File: config.mk
export PLATFORM = sky130hd
export DESIGN_NAME = minv_result_reader
export DESIGN_NICKNAME = d
export VERILOG_FILES = /design/src/rtl/minv_pkg.sv /design/src/rtl/minv_out_stage.sv /design/src/rtl/minv_result_reader.sv
export SDC_FILE = /design/constraint.sdc
export NUM_CORES = 1
export LEC_CHECK = 0
export CELL_PAD_IN_SITES_DETAIL_PLACEMENT = 1
export CELL_PAD_IN_SITES_GLOBAL_PLACEMENT = 2
export CORE_UTILIZATION = 26
export DETAILED_ROUTE_END_ITERATION = 10
export PLACE_DENSITY_LB_ADDON = 0.1
export SLEW_MARGIN = 5
export SYNTH_ARGS = -nofsm -noshare
export SYNTH_HDL_FRONTEND = slang
export SYNTH_SLANG_ARGS = --single-unit
File: constraint.sdc
create_clock -name clk -period 2.3 [get_ports clk]
set_clock_uncertainty 0.05 [all_clocks]
set_input_delay 0.69 -clock clk [delete_from_list [all_inputs] [get_ports clk]]
set_output_delay 0.69 -clock clk [all_outputs]
set_load 0.01 [all_outputs]
File: src/rtl/minv_pkg.sv
`default_nettype none
// ============================================================================
// Package   : minv_pkg
// Purpose   : Shared constants, bank encodings and FSM state type for the
//             modular-inverse result reader.
// Revision  : 1.0 - initial release
// ============================================================================
package minv_pkg;

  localparam int WORD_W    = 32;
  localparam int NUM_WORDS = 8;

  localparam logic REGX1_SEL = 1'b0;
  localparam logic REGX2_SEL = 1'b1;

  typedef enum logic [1:0] {
    IDLE = 2'd0,
    READ = 2'd1,
    CAP  = 2'd2,
    HOLD = 2'd3
  } minv_rd_state_t;

endpackage
`default_nettype wire

File: src/rtl/minv_out_stage.sv
`default_nettype none
// ============================================================================
// Module    : minv_out_stage
// Purpose   : Valid/ready output holding register (data, last, valid).
// Revision  : 1.0 - initial release
// ============================================================================
module minv_out_stage #(
  parameter int WORD_W = 32
) (
  input  logic              clk,
  input  logic              rst_n,
  input  logic              load,
  input  logic [WORD_W-1:0] load_data,
  input  logic              load_last,
  input  logic              out_ready,
  output logic              out_valid,
  output logic [WORD_W-1:0] out_data,
  output logic              out_last,
  output logic              accept
);

  logic              valid_q, valid_d;
  logic [WORD_W-1:0] data_q, data_d;
  logic              last_q, last_d;

  assign accept = valid_q & out_ready;

  always_comb begin
    valid_d = valid_q;
    data_d  = data_q;
    last_d  = last_q;
    if (load) begin
      valid_d = 1'b1;
      data_d  = load_data;
      last_d  = load_last;
    end else if (accept) begin
      // data/last are left as-is; they are only meaningful while valid
      valid_d = 1'b0;
    end
  end

  always_ff @(posedge clk or negedge rst_n) begin
    if (!rst_n) begin
      valid_q <= 1'b0;
      data_q  <= '0;
      last_q  <= 1'b0;
    end else begin
      valid_q <= valid_d;
      data_q  <= data_d;
      last_q  <= last_d;
    end
  end

  assign out_valid = valid_q;
  assign out_data  = data_q;
  assign out_last  = last_q;

endmodule
`default_nettype wire

File: src/rtl/minv_result_reader.sv
`default_nettype none
// ============================================================================
// Module    : minv_result_reader
// Purpose   : Reads minv from bank regx1/regx2 (chosen by minv_flag) and
//             streams it LSW first over valid/ready. Optional zero check
//             enabled by macro MINV_RD_ZERO_CHK_EN.
// Revision  : 1.0 - initial release
// ============================================================================
module minv_result_reader #(
  parameter int WORD_W    = minv_pkg::WORD_W,
  parameter int NUM_WORDS = minv_pkg::NUM_WORDS,
  parameter int ADDR_W    = 3
) (
  input  logic              clk,
  input  logic              rst_n,
  input  logic              start,
  input  logic              minv_flag,
  output logic              busy,
  output logic              done,
  output logic              rf_rd_en,
  output logic              rf_rd_sel,
  output logic [ADDR_W-1:0] rf_rd_addr,
  input  logic [WORD_W-1:0] rf_rd_data,
`ifdef MINV_RD_ZERO_CHK_EN
  output logic              zero_err,
`endif
  output logic              out_valid,
  input  logic              out_ready,
  output logic [WORD_W-1:0] out_data,
  output logic              out_last
);

  import minv_pkg::*;

  minv_rd_state_t    state_q, state_d;
  logic [ADDR_W-1:0] cnt_q, cnt_d;
  logic              sel_q, sel_d;
  logic              done_q, done_d;
  logic              cap_en;
  logic              accept;
  logic              last_word;

  assign last_word = (cnt_q == ADDR_W'(NUM_WORDS - 1));

  always_comb begin
    state_d    = state_q;
    cnt_d      = cnt_q;
    sel_d      = sel_q;
    done_d     = 1'b0;
    cap_en     = 1'b0;
    rf_rd_en   = 1'b0;
    rf_rd_sel  = REGX1_SEL;
    rf_rd_addr = '0;
    case (state_q)
      IDLE: begin
        if (start) begin
          sel_d   = minv_flag ? REGX2_SEL : REGX1_SEL;
          cnt_d   = '0;
          state_d = READ;
        end
      end
      READ: begin
        rf_rd_en   = 1'b1;
        rf_rd_sel  = sel_q;
        rf_rd_addr = cnt_q;
        state_d    = CAP;
      end
      CAP: begin
        cap_en  = 1'b1;
        state_d = HOLD;
      end
      HOLD: begin
        if (accept) begin
          if (last_word) begin
            state_d = IDLE;
            done_d  = 1'b1;
          end else begin
            cnt_d   = cnt_q + ADDR_W'(1);
            state_d = READ;
          end
        end
      end
      default: state_d = IDLE;
    endcase
  end

  always_ff @(posedge clk or negedge rst_n) begin
    if (!rst_n) begin
      state_q <= IDLE;
      cnt_q   <= '0;
      sel_q   <= REGX1_SEL;
      done_q  <= 1'b0;
    end else begin
      state_q <= state_d;
      cnt_q   <= cnt_d;
      sel_q   <= sel_d;
      done_q  <= done_d;
    end
  end

  assign busy = (state_q != IDLE);
  assign done = done_q;

  minv_out_stage #(
    .WORD_W (WORD_W)
  ) u_out_stage (
    .clk       (clk),
    .rst_n     (rst_n),
    .load      (cap_en),
    .load_data (rf_rd_data),
    .load_last (last_word),
    .out_ready (out_ready),
    .out_valid (out_valid),
    .out_data  (out_data),
    .out_last  (out_last),
    .accept    (accept)
  );

`ifdef MINV_RD_ZERO_CHK_EN
  logic [WORD_W-1:0] acc_q, acc_d;
  logic              zero_err_q, zero_err_d;

  // An all-zero accumulator at the final handshake means minv == 0, which has no inverse
  always_comb begin
    acc_d      = acc_q;
    zero_err_d = done_d & (acc_q == '0);
    if ((state_q == IDLE) && start) begin
      acc_d = '0;
    end else if (cap_en) begin
      acc_d = acc_q | rf_rd_data;
    end
  end

  always_ff @(posedge clk or negedge rst_n) begin
    if (!rst_n) begin
      acc_q      <= '0;
      zero_err_q <= 1'b0;
    end else begin
      acc_q      <= acc_d;
      zero_err_q <= zero_err_d;
    end
  end

  assign zero_err = zero_err_q;
`endif

endmodule
`default_nettype wire
==> flow_metrics.env <==
export IMPL_status="finished with violations"
export IMPL_violations="DRC"
export IMPL_slew_headroom=0.711
export IMPL_wl_per_cell_um=14.7
export IMPL_crit_type="flop to output port"
export IMPL_totalWireLength_um=4170
export IMPL_tritoncts="built"
export IMPL_cp_num_buf_inv=3
export IMPL_vias=1257
export IMPL_area_growth_pct=59.0
export IMPL_fin_nets=250
export IMPL_vias_per_cell=4.44
export IMPL_critical_path_arrival_ns=1.48
export IMPL_wl_met3_um=248
export IMPL_ys_ff_latch=41
export IMPL_ir_worst_vdd_mv=0.451
export IMPL_slowest_delay_ns=0.52
export IMPL_cts_hold_buf=0
export IMPL_drv_slew=0
export IMPL_drc=6
export IMPL_power_density_mw_per_mm2=1360
export IMPL_ys_types=22
export IMPL_track_usage=0.130
export IMPL_synthesis_nets=165
export IMPL_min_path_type="primary input to async pin"
export IMPL_setup_violations=0
export IMPL_placed_cell_area_mm2=0.00261
export IMPL_max_cap_violations=0
export IMPL_hold_ws_ns=0.284
export IMPL_route_met2_wl_um=2280
export IMPL_grt_pass1_vias=1471
export IMPL_fin_util=0.432
export IMPL_wl_met1_um=1610
export IMPL_num_rows=29
export IMPL_final_hold_viol_count=0
export IMPL_grt_max_degree=25
export IMPL_io_pins=78
export IMPL_overflow=0
export IMPL_num_antenna_cells=0
export IMPL_path_cells="inv_4 -> ha_4 -> inv_1 -> clkdlybuf4s50_1"
export IMPL_cpMaxStageDelayCell="clkdlybuf4s50_1"
export IMPL_layout_drive_gt1_share=0.282
export IMPL_clk_pin_slew_ns=0.08
export IMPL_fillCellCount=659
export IMPL_cts_root_buf="clkbuf_8"
export IMPL_seq_area_frac_synth=0.587
export IMPL_start_util=0.272
export IMPL_fin_crit_sh=0.966
export IMPL_crit_family="buffers and inverters"
export IMPL_ys_warn_count=0
export IMPL_portBuffers=77
export IMPL_clock_latency_ns=0.28
export IMPL_cts_buffer_depth=2
export IMPL_period_minus_slack_ns=2.22
export IMPL_top_layer_used="met4"
export IMPL_grt_pass1_wl_um=7180
export IMPL_initialDrtViolationCount=22
export IMPL_globalplace_congestion=0.689
export IMPL_setup_tns_ns=0
export IMPL_syn_area_mm2=0.00175
export IMPL_ant_nets=0
export IMPL_tightestPinTransition_ns=0.434
export IMPL_antenna_found_initial=0
export IMPL_die_y_um=84.0
export IMPL_numCtsBuffers=5
export IMPL_dp_hpwl_um=3180
export IMPL_rsz0062_at_grt="false"
export IMPL_netlist_instances=120
export IMPL_p_total_uw=3770
export IMPL_avgSynthCellArea_um2=14.6
export IMPL_dr_pass1_iters=6
export IMPL_setup_worst_path_start_class="flop"
export IMPL_fp_dieW_um=84.0
export IMPL_critPathCaptureType="output port"
export IMPL_core_mm2=0.00642
export IMPL_cts_htree_levels=2
export IMPL_numClockSinks=41
export IMPL_crit_fanout=5
export IMPL_fmax_ghz=0.450
export IMPL_cellLeakagePower_uw=0.00119
export IMPL_worstPathRequired_ns=1.56
export IMPL_postLayoutCellArea_mm2=0.00278
export IMPL_die_area_mm2=0.00705
-- synth_stat cells --
library cell	number	area, µm²
buf_4	3	22.5
dfrtp_1	41	1030
a211o_1	1	8.76
nor3_1	1	5.00
nand2_1	6	22.5
a21oi_2	1	8.76
inv_1	5	18.8
a21o_1	1	7.51
mux2i_1	2	20.0
a21oi_1	1	5.00
o311ai_0	1	8.76
mux2_4	1	15.0
ha_1	8	100
nor2b_4	1	13.8
nor2_1	2	7.51
mux2_2	35	394
a22oi_1	1	7.51
buf_2	1	5.00
nand3b_1	1	7.51
nand3_1	1	5.00
and2_1	4	25.0
nor2b_1	2	12.5
-- timing repair --
action | 4_1_cts | 5_1_grt
setup endpoints to repair | 6 | 2
pin swaps | 0 | 0
gates resized for setup | 12 | 2
cloned | 0 | 0
setup buffers | 3 | 0
-- logic make-up after synthesis --
family          synth area share
compound gates            0.0265
flops                      0.587
simple gates              0.0566
buf+inv                   0.0265
mux                        0.246
fa+ha+maj                 0.0573
-- layer usage --
metal | vias to the layer above | GRT usage
met3 | 2 | 0.0396
li1 | 580 | -
met1 | 636 | 0.148
met2 | 39 | 0.235
met5 | - | 0
met4 | 0 | 0.0376
-- power breakdown --
| part | leakage (µW) | switching (µW) | total, µW | internal, µW |
|---|---|---|---|---|
| clock | 0.0000585 | 247 | 601 | 354 |
| sequential | 0.000487 | 192 | 1260 | 1070 |
| combinational | 0.000641 | 728 | 1910 | 1180 |
| total | 0.00119 | 1170 | 3770 | 2610 |
-- worst paths after layout --
kind                                                  endpoint                   start  slack [ns]  cells after the start
setup / recovery                                          busy  state_q[0]$_DFFE_PN0P_        0.08                      4
min in group clk                             sel_q$_DFFE_PN0P_       sel_q$_DFFE_PN0P_        0.46                      1
max in group asynchronous  u_out_stage.out_data[0]$_DFFE_PN0P_                   rst_n        1.23                      2
hold / removal             u_out_stage.out_data[3]$_DFFE_PN0P_                   rst_n        0.28                      1
setup reg to reg                          cnt_q[0]$_DFFE_PN0P_    cnt_q[0]$_DFFE_PN0P_        0.48                      5
hold reg to reg                              sel_q$_DFFE_PN0P_       sel_q$_DFFE_PN0P_        0.46                      1
-- layout make-up --
class / count / area (µm²) / area share
Sequential cell: 41 / 1030 / 0.370
Inverter: 5 / 21.3 / 0.00766
Multi-Input combinational cell: 70 / 702 / 0.253
Tap cell: 77 / 96.3 / 0.0347
Timing Repair Buffer: 82 / 813 / 0.293
Clock buffer: 7 / 86.3 / 0.0311
Clock inverter: 1 / 30.0 / 0.0108
-- metrics by stage --
step           worst slack (ns)  std cells
6_report                 0.0782        283
5_1_grt                  0.0190        283
4_1_cts                  0.0408        283
3_5_place_dp             0.0663        272
3_3_place_gp              0.151        272
2_1_floorplan             0.631        120
-- cell usage in the layout, fill, tap and decap left out, types with 3 or more instances in the layout --
master,n
and2_1,4
buf_4,4
clkbuf_8,6
clkdlybuf4s50_1,71
dfrtp_1,39
dlygate4sd2_1,4
ha_1,5
inv_1,3
mux2_2,35
nand2_1,6
-- flip-flops by register name, indices dropped and copies added (netlist names) --
name / flops
cnt_q: 3
done: 1
sel_q: 1
state_q: 2
u_out_stage.out_data: 32
u_out_stage.out_last: 1
u_out_stage.out_valid: 1
(Power assumes the default switching activity.)
